[src/rtl/instr_fetch_if.sv]
// ---------------------------------------------------------------------------
// instr_fetch_if
// Purpose : bundles the instruction-memory read channel and the decode
//           valid/ready channel of the fetch stage.
// Signals : mem_req/mem_addr   fetch -> memory   read request and address
//           mem_ack/mem_rdata  memory -> fetch   data return strobe and word
//           instr_valid/instr/instr_pc  fetch -> decode  fetched instruction
//           instr_ready        decode -> fetch   decode accepts instruction
// Modports: master = fetch stage side, slave = memory/decode side.
// ---------------------------------------------------------------------------
interface instr_fetch_if #(
   parameter int WIDTH = 32
);
   logic             mem_req;
   logic [WIDTH-1:0] mem_addr;
   logic             mem_ack;
   logic [WIDTH-1:0] mem_rdata;
   logic             instr_valid;
   logic [WIDTH-1:0] instr;
   logic [WIDTH-1:0] instr_pc;
   logic             instr_ready;

   modport master (
      output mem_req, mem_addr, instr_valid, instr, instr_pc,
      input  mem_ack, mem_rdata, instr_ready
   );

   modport slave (
      input  mem_req, mem_addr, instr_valid, instr, instr_pc,
      output mem_ack, mem_rdata, instr_ready
   );
endinterface

[src/rtl/instr_fetch.sv]
// ---------------------------------------------------------------------------
// instr_fetch
// Purpose : fetch stage behind the PC register. Requests the word at pc from
//           instruction memory, hands it to decode with valid/ready, computes
//           the next PC (pc+4 or a branch target) and pulses pc_load_o so the
//           PC register takes next_pc_o. Misaligned PCs and memory timeouts
//           end in a sticky fault that only rst clears.
// Ports   : clk, rst            clock, asynchronous active-high reset
//           pc_i                current PC register value
//           branch_taken_i      redirect request
//           branch_target_i     redirect address
//           bus (master)        memory req/ack and decode valid/ready channel
//           next_pc_o           value for the PC register input
//           pc_load_o           one-cycle load pulse for the PC register
//           fetch_fault_o       sticky fault flag
// ---------------------------------------------------------------------------
module instr_fetch #(
   parameter int WIDTH    = 32,
   parameter int WAIT_MAX = 15
) (
   input  logic             clk,
   input  logic             rst,
   input  logic [WIDTH-1:0] pc_i,
   input  logic             branch_taken_i,
   input  logic [WIDTH-1:0] branch_target_i,
   instr_fetch_if.master    bus,
   output logic [WIDTH-1:0] next_pc_o,
   output logic             pc_load_o,
   output logic             fetch_fault_o
);

   localparam logic [2:0] S_IDLE    = 3'd0;
   localparam logic [2:0] S_FETCH   = 3'd1;
   localparam logic [2:0] S_HOLD    = 3'd2;
   localparam logic [2:0] S_ADVANCE = 3'd3;
   localparam logic [2:0] S_FAULT   = 3'd4;

   // Counter value seen on the last FETCH cycle allowed without an ack.
   localparam logic [7:0]       WAIT_LAST = 8'(WAIT_MAX - 1);
   localparam logic [WIDTH-1:0] PC_STEP   = WIDTH'(4);

   logic [2:0]       state_q,       state_d;
   logic [7:0]       cnt_q,         cnt_d;
   logic             redir_q,       redir_d;
   logic [WIDTH-1:0] target_q,      target_d;
   logic             mem_req_q,     mem_req_d;
   logic [WIDTH-1:0] mem_addr_q,    mem_addr_d;
   logic             instr_valid_q, instr_valid_d;
   logic [WIDTH-1:0] instr_q,       instr_d;
   logic [WIDTH-1:0] instr_pc_q,    instr_pc_d;
   logic [WIDTH-1:0] next_pc_q,     next_pc_d;
   logic             pc_load_q,     pc_load_d;
   logic             fault_q,       fault_d;

   // A branch arriving in the ack cycle still counts and is the latest one.
   logic             redir_now_s;
   logic [WIDTH-1:0] redir_tgt_s;

   assign redir_now_s = redir_q | branch_taken_i;
   assign redir_tgt_s = branch_taken_i ? branch_target_i : target_q;

   // Next-state and registered-output computation for the fetch FSM.
   always_comb begin
      state_d       = state_q;
      cnt_d         = cnt_q;
      redir_d       = redir_q;
      target_d      = target_q;
      mem_req_d     = mem_req_q;
      mem_addr_d    = mem_addr_q;
      instr_valid_d = instr_valid_q;
      instr_d       = instr_q;
      instr_pc_d    = instr_pc_q;
      next_pc_d     = next_pc_q;
      pc_load_d     = pc_load_q;
      fault_d       = fault_q;

      case (state_q)
         S_IDLE: begin
            cnt_d = 8'd0;
            if (pc_i[1:0] != 2'b00) begin
               state_d = S_FAULT;
               fault_d = 1'b1;
            end else begin
               state_d    = S_FETCH;
               mem_req_d  = 1'b1;
               mem_addr_d = pc_i;
            end
         end

         S_FETCH: begin
            // Branches during the request are remembered; the transaction
            // itself always runs to its ack.
            if (branch_taken_i) begin
               redir_d  = 1'b1;
               target_d = branch_target_i;
            end else begin
               redir_d  = redir_q;
            end
            if (bus.mem_ack) begin
               mem_req_d = 1'b0;
               if (redir_now_s) begin
                  next_pc_d = redir_tgt_s;
                  pc_load_d = 1'b1;
                  state_d   = S_ADVANCE;
               end else begin
                  instr_d       = bus.mem_rdata;
                  instr_pc_d    = mem_addr_q;
                  instr_valid_d = 1'b1;
                  state_d       = S_HOLD;
               end
            end else if (cnt_q == WAIT_LAST) begin
               mem_req_d = 1'b0;
               fault_d   = 1'b1;
               state_d   = S_FAULT;
            end else begin
               cnt_d = cnt_q + 8'd1;
            end
         end

         S_HOLD: begin
            // A branch outranks the decode handshake and drops the word.
            if (branch_taken_i) begin
               instr_valid_d = 1'b0;
               next_pc_d     = branch_target_i;
               pc_load_d     = 1'b1;
               state_d       = S_ADVANCE;
            end else if (bus.instr_ready) begin
               instr_valid_d = 1'b0;
               next_pc_d     = instr_pc_q + PC_STEP;
               pc_load_d     = 1'b1;
               state_d       = S_ADVANCE;
            end else begin
               state_d = S_HOLD;
            end
         end

         S_ADVANCE: begin
            pc_load_d = 1'b0;
            redir_d   = 1'b0;
            state_d   = S_IDLE;
         end

         S_FAULT: begin
            mem_req_d     = 1'b0;
            instr_valid_d = 1'b0;
            pc_load_d     = 1'b0;
            fault_d       = 1'b1;
            state_d       = S_FAULT;
         end

         // An unreachable encoding is treated as a fault rather than guessed.
         default: begin
            mem_req_d     = 1'b0;
            instr_valid_d = 1'b0;
            pc_load_d     = 1'b0;
            fault_d       = 1'b1;
            state_d       = S_FAULT;
         end
      endcase
   end

   // State and output registers with asynchronous clear.
   always_ff @(posedge clk or posedge rst) begin
      if (rst) begin
         state_q       <= S_IDLE;
         cnt_q         <= 8'd0;
         redir_q       <= 1'b0;
         target_q      <= '0;
         mem_req_q     <= 1'b0;
         mem_addr_q    <= '0;
         instr_valid_q <= 1'b0;
         instr_q       <= '0;
         instr_pc_q    <= '0;
         next_pc_q     <= '0;
         pc_load_q     <= 1'b0;
         fault_q       <= 1'b0;
      end else begin
         state_q       <= state_d;
         cnt_q         <= cnt_d;
         redir_q       <= redir_d;
         target_q      <= target_d;
         mem_req_q     <= mem_req_d;
         mem_addr_q    <= mem_addr_d;
         instr_valid_q <= instr_valid_d;
         instr_q       <= instr_d;
         instr_pc_q    <= instr_pc_d;
         next_pc_q     <= next_pc_d;
         pc_load_q     <= pc_load_d;
         fault_q       <= fault_d;
      end
   end

   assign bus.mem_req     = mem_req_q;
   assign bus.mem_addr    = mem_addr_q;
   assign bus.instr_valid = instr_valid_q;
   assign bus.instr       = instr_q;
   assign bus.instr_pc    = instr_pc_q;
   assign next_pc_o       = next_pc_q;
   assign pc_load_o       = pc_load_q;
   assign fetch_fault_o   = fault_q;

endmodule

[src/flat_wrapper.sv]
// flat-port wrapper written by rule: the top's interface ports become plain ports
module instr_fetch_flat 
#(
   parameter int WIDTH    = 32,
   parameter int WAIT_MAX = 15
)
  (clk, rst, pc_i, branch_taken_i, branch_target_i, next_pc_o, pc_load_o, fetch_fault_o, bus_mem_req, bus_mem_addr, bus_instr_valid, bus_instr, bus_instr_pc, bus_mem_ack, bus_mem_rdata, bus_instr_ready);
  instr_fetch_if #(.WIDTH(WIDTH)) bus_i ();
  input  logic clk;
  input  logic rst;
  input  logic [WIDTH-1:0] pc_i;
  input  logic branch_taken_i;
  input  logic [WIDTH-1:0] branch_target_i;
  output logic [WIDTH-1:0] next_pc_o;
  output logic pc_load_o;
  output logic fetch_fault_o;
  output wire logic [$bits(bus_i.mem_req)-1:0] bus_mem_req;
  output wire logic [$bits(bus_i.mem_addr)-1:0] bus_mem_addr;
  output wire logic [$bits(bus_i.instr_valid)-1:0] bus_instr_valid;
  output wire logic [$bits(bus_i.instr)-1:0] bus_instr;
  output wire logic [$bits(bus_i.instr_pc)-1:0] bus_instr_pc;
  input wire logic [$bits(bus_i.mem_ack)-1:0] bus_mem_ack;
  input wire logic [$bits(bus_i.mem_rdata)-1:0] bus_mem_rdata;
  input wire logic [$bits(bus_i.instr_ready)-1:0] bus_instr_ready;
  assign bus_mem_req = bus_i.mem_req;
  assign bus_mem_addr = bus_i.mem_addr;
  assign bus_instr_valid = bus_i.instr_valid;
  assign bus_instr = bus_i.instr;
  assign bus_instr_pc = bus_i.instr_pc;
  assign bus_i.mem_ack = bus_mem_ack;
  assign bus_i.mem_rdata = bus_mem_rdata;
  assign bus_i.instr_ready = bus_instr_ready;
  instr_fetch #(.WIDTH(WIDTH), .WAIT_MAX(WAIT_MAX)) u_core (.clk(clk), .rst(rst), .pc_i(pc_i), .branch_taken_i(branch_taken_i), .branch_target_i(branch_target_i), .bus(bus_i), .next_pc_o(next_pc_o), .pc_load_o(pc_load_o), .fetch_fault_o(fetch_fault_o));
endmodule
[config.mk]
export PLATFORM = sky130hd
export DESIGN_NAME = instr_fetch_flat
export DESIGN_NICKNAME = d
export VERILOG_FILES = /design/src/rtl/instr_fetch_if.sv /design/src/rtl/instr_fetch.sv /design/src/flat_wrapper.sv
export SDC_FILE = /design/constraint.sdc
export NUM_CORES = 1
export LEC_CHECK = 0
export ABC_AREA = 0
export CORE_MARGIN = 8
export CORE_UTILIZATION = 50
export CTS_CLUSTER_SIZE = 30
export DETAILED_ROUTE_END_ITERATION = 8
export GPL_TIMING_DRIVEN = 0
export PLACE_DENSITY = 0.84
export SYNTH_ARGS = -nofsm -noshare
export SYNTH_HDL_FRONTEND = slang
export SYNTH_SLANG_ARGS = --single-unit
[constraint.sdc]
create_clock -name clk -period 15.8 [get_ports clk]
set_input_delay 3.16 -clock clk [delete_from_list [all_inputs] [get_ports clk]]
set_output_delay 3.16 -clock clk [all_outputs]
set_load 0.05 [all_outputs]
==> impl_metrics.ini <==
[status]
outcome = finished clean

[clock_network]
clock_latency_ns = 0.43
clk_pin_slew_ns = 0.06
ctsResizeCount = 0
clockBufferDepth = 2
cts_hold_buffers = 0
cts_buffers = 17
cts_root_buffer = clkbuf_16
cts_num_sinks = 176
cts.htree.levels = 4
cts_tree = built
post_cts_buffers = 0

[yosys]
yosysWarnings = 0
synth-edff-count = 0
avgSynthCellArea_sq_um = 11.61
synthTopCellsByArea = dfrtp_1 54%, mux2_2 13%, mux2_1 4.2%, nand2_1 3.2%, nor2_1 2.6%
synth.distinct_cells = 57
ys_seq_area_frac = 0.5450
yosys.cell_count.top_type = dfrtp_1
syn_nets = 800
synth_largest_area_cell = dfrtp_1
synthTopCellsByCount = 176 x dfrtp_1, 96 x mux2_2, 68 x nand2_1
ys_seq_elements = 176
netlist.area_leader.share = 0.5450
ys_async_sr_fraction = 1.000
syn_inst = 696
syn-cell-area_sq_mm = 0.008082
yosys_most_used_dff = dfrtp_1

[power_and_ir_drop]
peakVddDrop_mv = 0.06676
p_per_area_mw_per_mm2 = 87.30
power_uw = 987.0
p_leak_uw = 0.004972

[global_routing]
track_usage = 0.2391
grt_max_degree = 101
grt_pass1_wl_um = 37650
gr-total-overflow = 0
grt_antenna_before_repair = 0
grt_pass1_vias = 6886

[setup_path]
crit_required_ns = 16.11
r2r-start = u_core.bus.instr_pc[2]
cp-start-kind = input port
worstPathMaxFanout = 10
startpoint = branch_taken_i
cp_data_arrival_time_ns = 5.59
cp-end-kind = flip-flop
path_class = in2reg

[layout]
drive_gt1_frac = 0.1667
fin_cells = 1176
nets = 1052
antenna_cells = 0
n_fill_cell = 1138
area_growth_pct = 39.90

[detailed_routing]
finalWirelength_um = 23960
wire_per_inst_um = 20.37
num_vias = 6598
ant_nets = 0
first_pass_iters = 7
via_per_inst = 5.611
drt_iter0_drc = 552
drc = 0

[die]
io_pins = 233
dieArea_sq_mm = 0.02049
core-area_sq_mm = 0.01583
die_w_um = 143.1
initial_utilization = 0.5106
rows = 46
die_y_um = 143.1

[min_path]
hp-start = u_core.fetch_fault_o
hold_class = reg2reg

[place]
place.gp.congestion = 0.8777
dp_cells = 1145
place_hpwl_um = 17670
port_buffers = 232
post-place-ws_ns = 10.09

[sta]
final_hold_viol_count = 0
setup_viol = 0
worst_pin_slew_ns = 0.7186
period_needed_ns = 5.288
max_slew_margin = 0.5172
clock_skew_ns = 0.008170
clock.fmax_ghz = 0.1891
fin_crit_sh = 0.3347
fin_ws_ns = 10.51
fin_setup_tns_ns = 0
rsz0062_at_grt = no
slew_violations = 0

[job]
drv_cap = 0
[cell type report]
| type | count | area, sq um | area share |
|---|---|---|---|
| multi-input combinational | 473 | 3455 | 0.3056 |
| clock inverter | 10 | 126.4 | 0.01118 |
| inverter | 5 | 26.28 | 0.002324 |
| clock buffer | 21 | 470.5 | 0.04161 |
| timing repair buffer | 233 | 2350 | 0.2078 |
| buffer | 42 | 203.9 | 0.01804 |
| tap | 216 | 270.3 | 0.02390 |
| sequential | 176 | 4404 | 0.3896 |
[cells by family (layout without fill, tap and decap cells)]
| group | Yosys count | after routing | synth area share |
|---|---|---|---|
| and+or+nand+nor | 207 | 207 | 0.1288 |
| DFF | 176 | 176 | 0.5450 |
| muxes | 135 | 135 | 0.1867 |
| AOI/OAI and AO/OA | 106 | 106 | 0.08345 |
| buffers and inverters | 47 | 311 | 0.02756 |
| xor gates and xnor gates | 22 | 22 | 0.02384 |
| adders and majority gates | 3 | 3 | 0.004645 |
[placed cells by master, fill, tap and decap left out, types with 7 or more instances in the layout]
cell type and n:
a211oi_1 12, a21oi_1 28, a31oi_1 10, buf_2 19, clkbuf_1 20, clkbuf_16 17
clkdlybuf4s50_1 232, dfrtp_1 176, mux2_1 30, mux2_2 96, mux2i_1 9, nand2_1 68
nand3_1 11, nand4_1 12, nor2_1 56, nor4_1 7, o21ai_0 23, o21ai_1 7
xnor2_1 12, xor2_1 10
[path summary, 6_finish.rpt]
kind	endpoint	slack, ns	depth (start not counted)
min in group asynchronous	u_core.bus.instr[24]	3.20	2
hold reg to reg	u_core.fetch_fault_o	0.47	1
hold / removal	u_core.fetch_fault_o	0.47	1
setup / recovery	u_core.bus.instr_pc[19]	10.51	7
setup reg to reg	u_core.next_pc_o[22]	13.48	7
max in group asynchronous	u_core.cnt_q[3]	11.73	3
[layer usage]
layer / global-route usage / wire [um] / vias up
li1: - / - / 3007
met1: 0.2919 / 9414 / 3200
met2: 0.3748 / 11140 / 328
met3: 0.07780 / 2445 / 63
met4: 0.1163 / 960 / 0
met5: 0 / 0 / -
[critical path, stage by stage]
cell,delay (ns)
clkdlybuf4s50_1,0.51
clkbuf_1,0.35
nor2_1,0.15
nand3_1,0.24
clkbuf_1,0.44
buf_2,0.36
mux2_2,0.38
[registers in the layout, summed over array words and instances (netlist names)]
signal	count
u_core.bus.instr	32
u_core.bus.instr_pc	32
u_core.bus.mem_addr	32
u_core.next_pc_o	32
u_core.target_q	32
u_core.cnt_q	8
u_core.state_q	3
u_core.bus.instr_valid	1
u_core.bus.mem_req	1
u_core.fetch_fault_o	1
u_core.pc_load_o	1
u_core.redir_q	1
[power breakdown]
part | switching [uW] | total [uW] | leakage [uW] | internal [uW]
clock network | 177 | 424 | 0.000288 | 247
logic | 53.4 | 95.8 | 0.00227 | 42.4
registers | 7.52 | 467 | 0.00242 | 459
[metrics by stage]
step	util	cell area [sq um]	hold slack [ns]
after floorplan	-	8082	0.4800
after global placement	0.6744	10670	0.4527
after detailed placement	0.6766	10710	0.4524
after CTS	0.7143	11310	0.4733
after global routing	0.7143	11310	0.4933
final	0.7143	11310	0.4732
No activity file was read; power rests on OpenSTA's default activity.
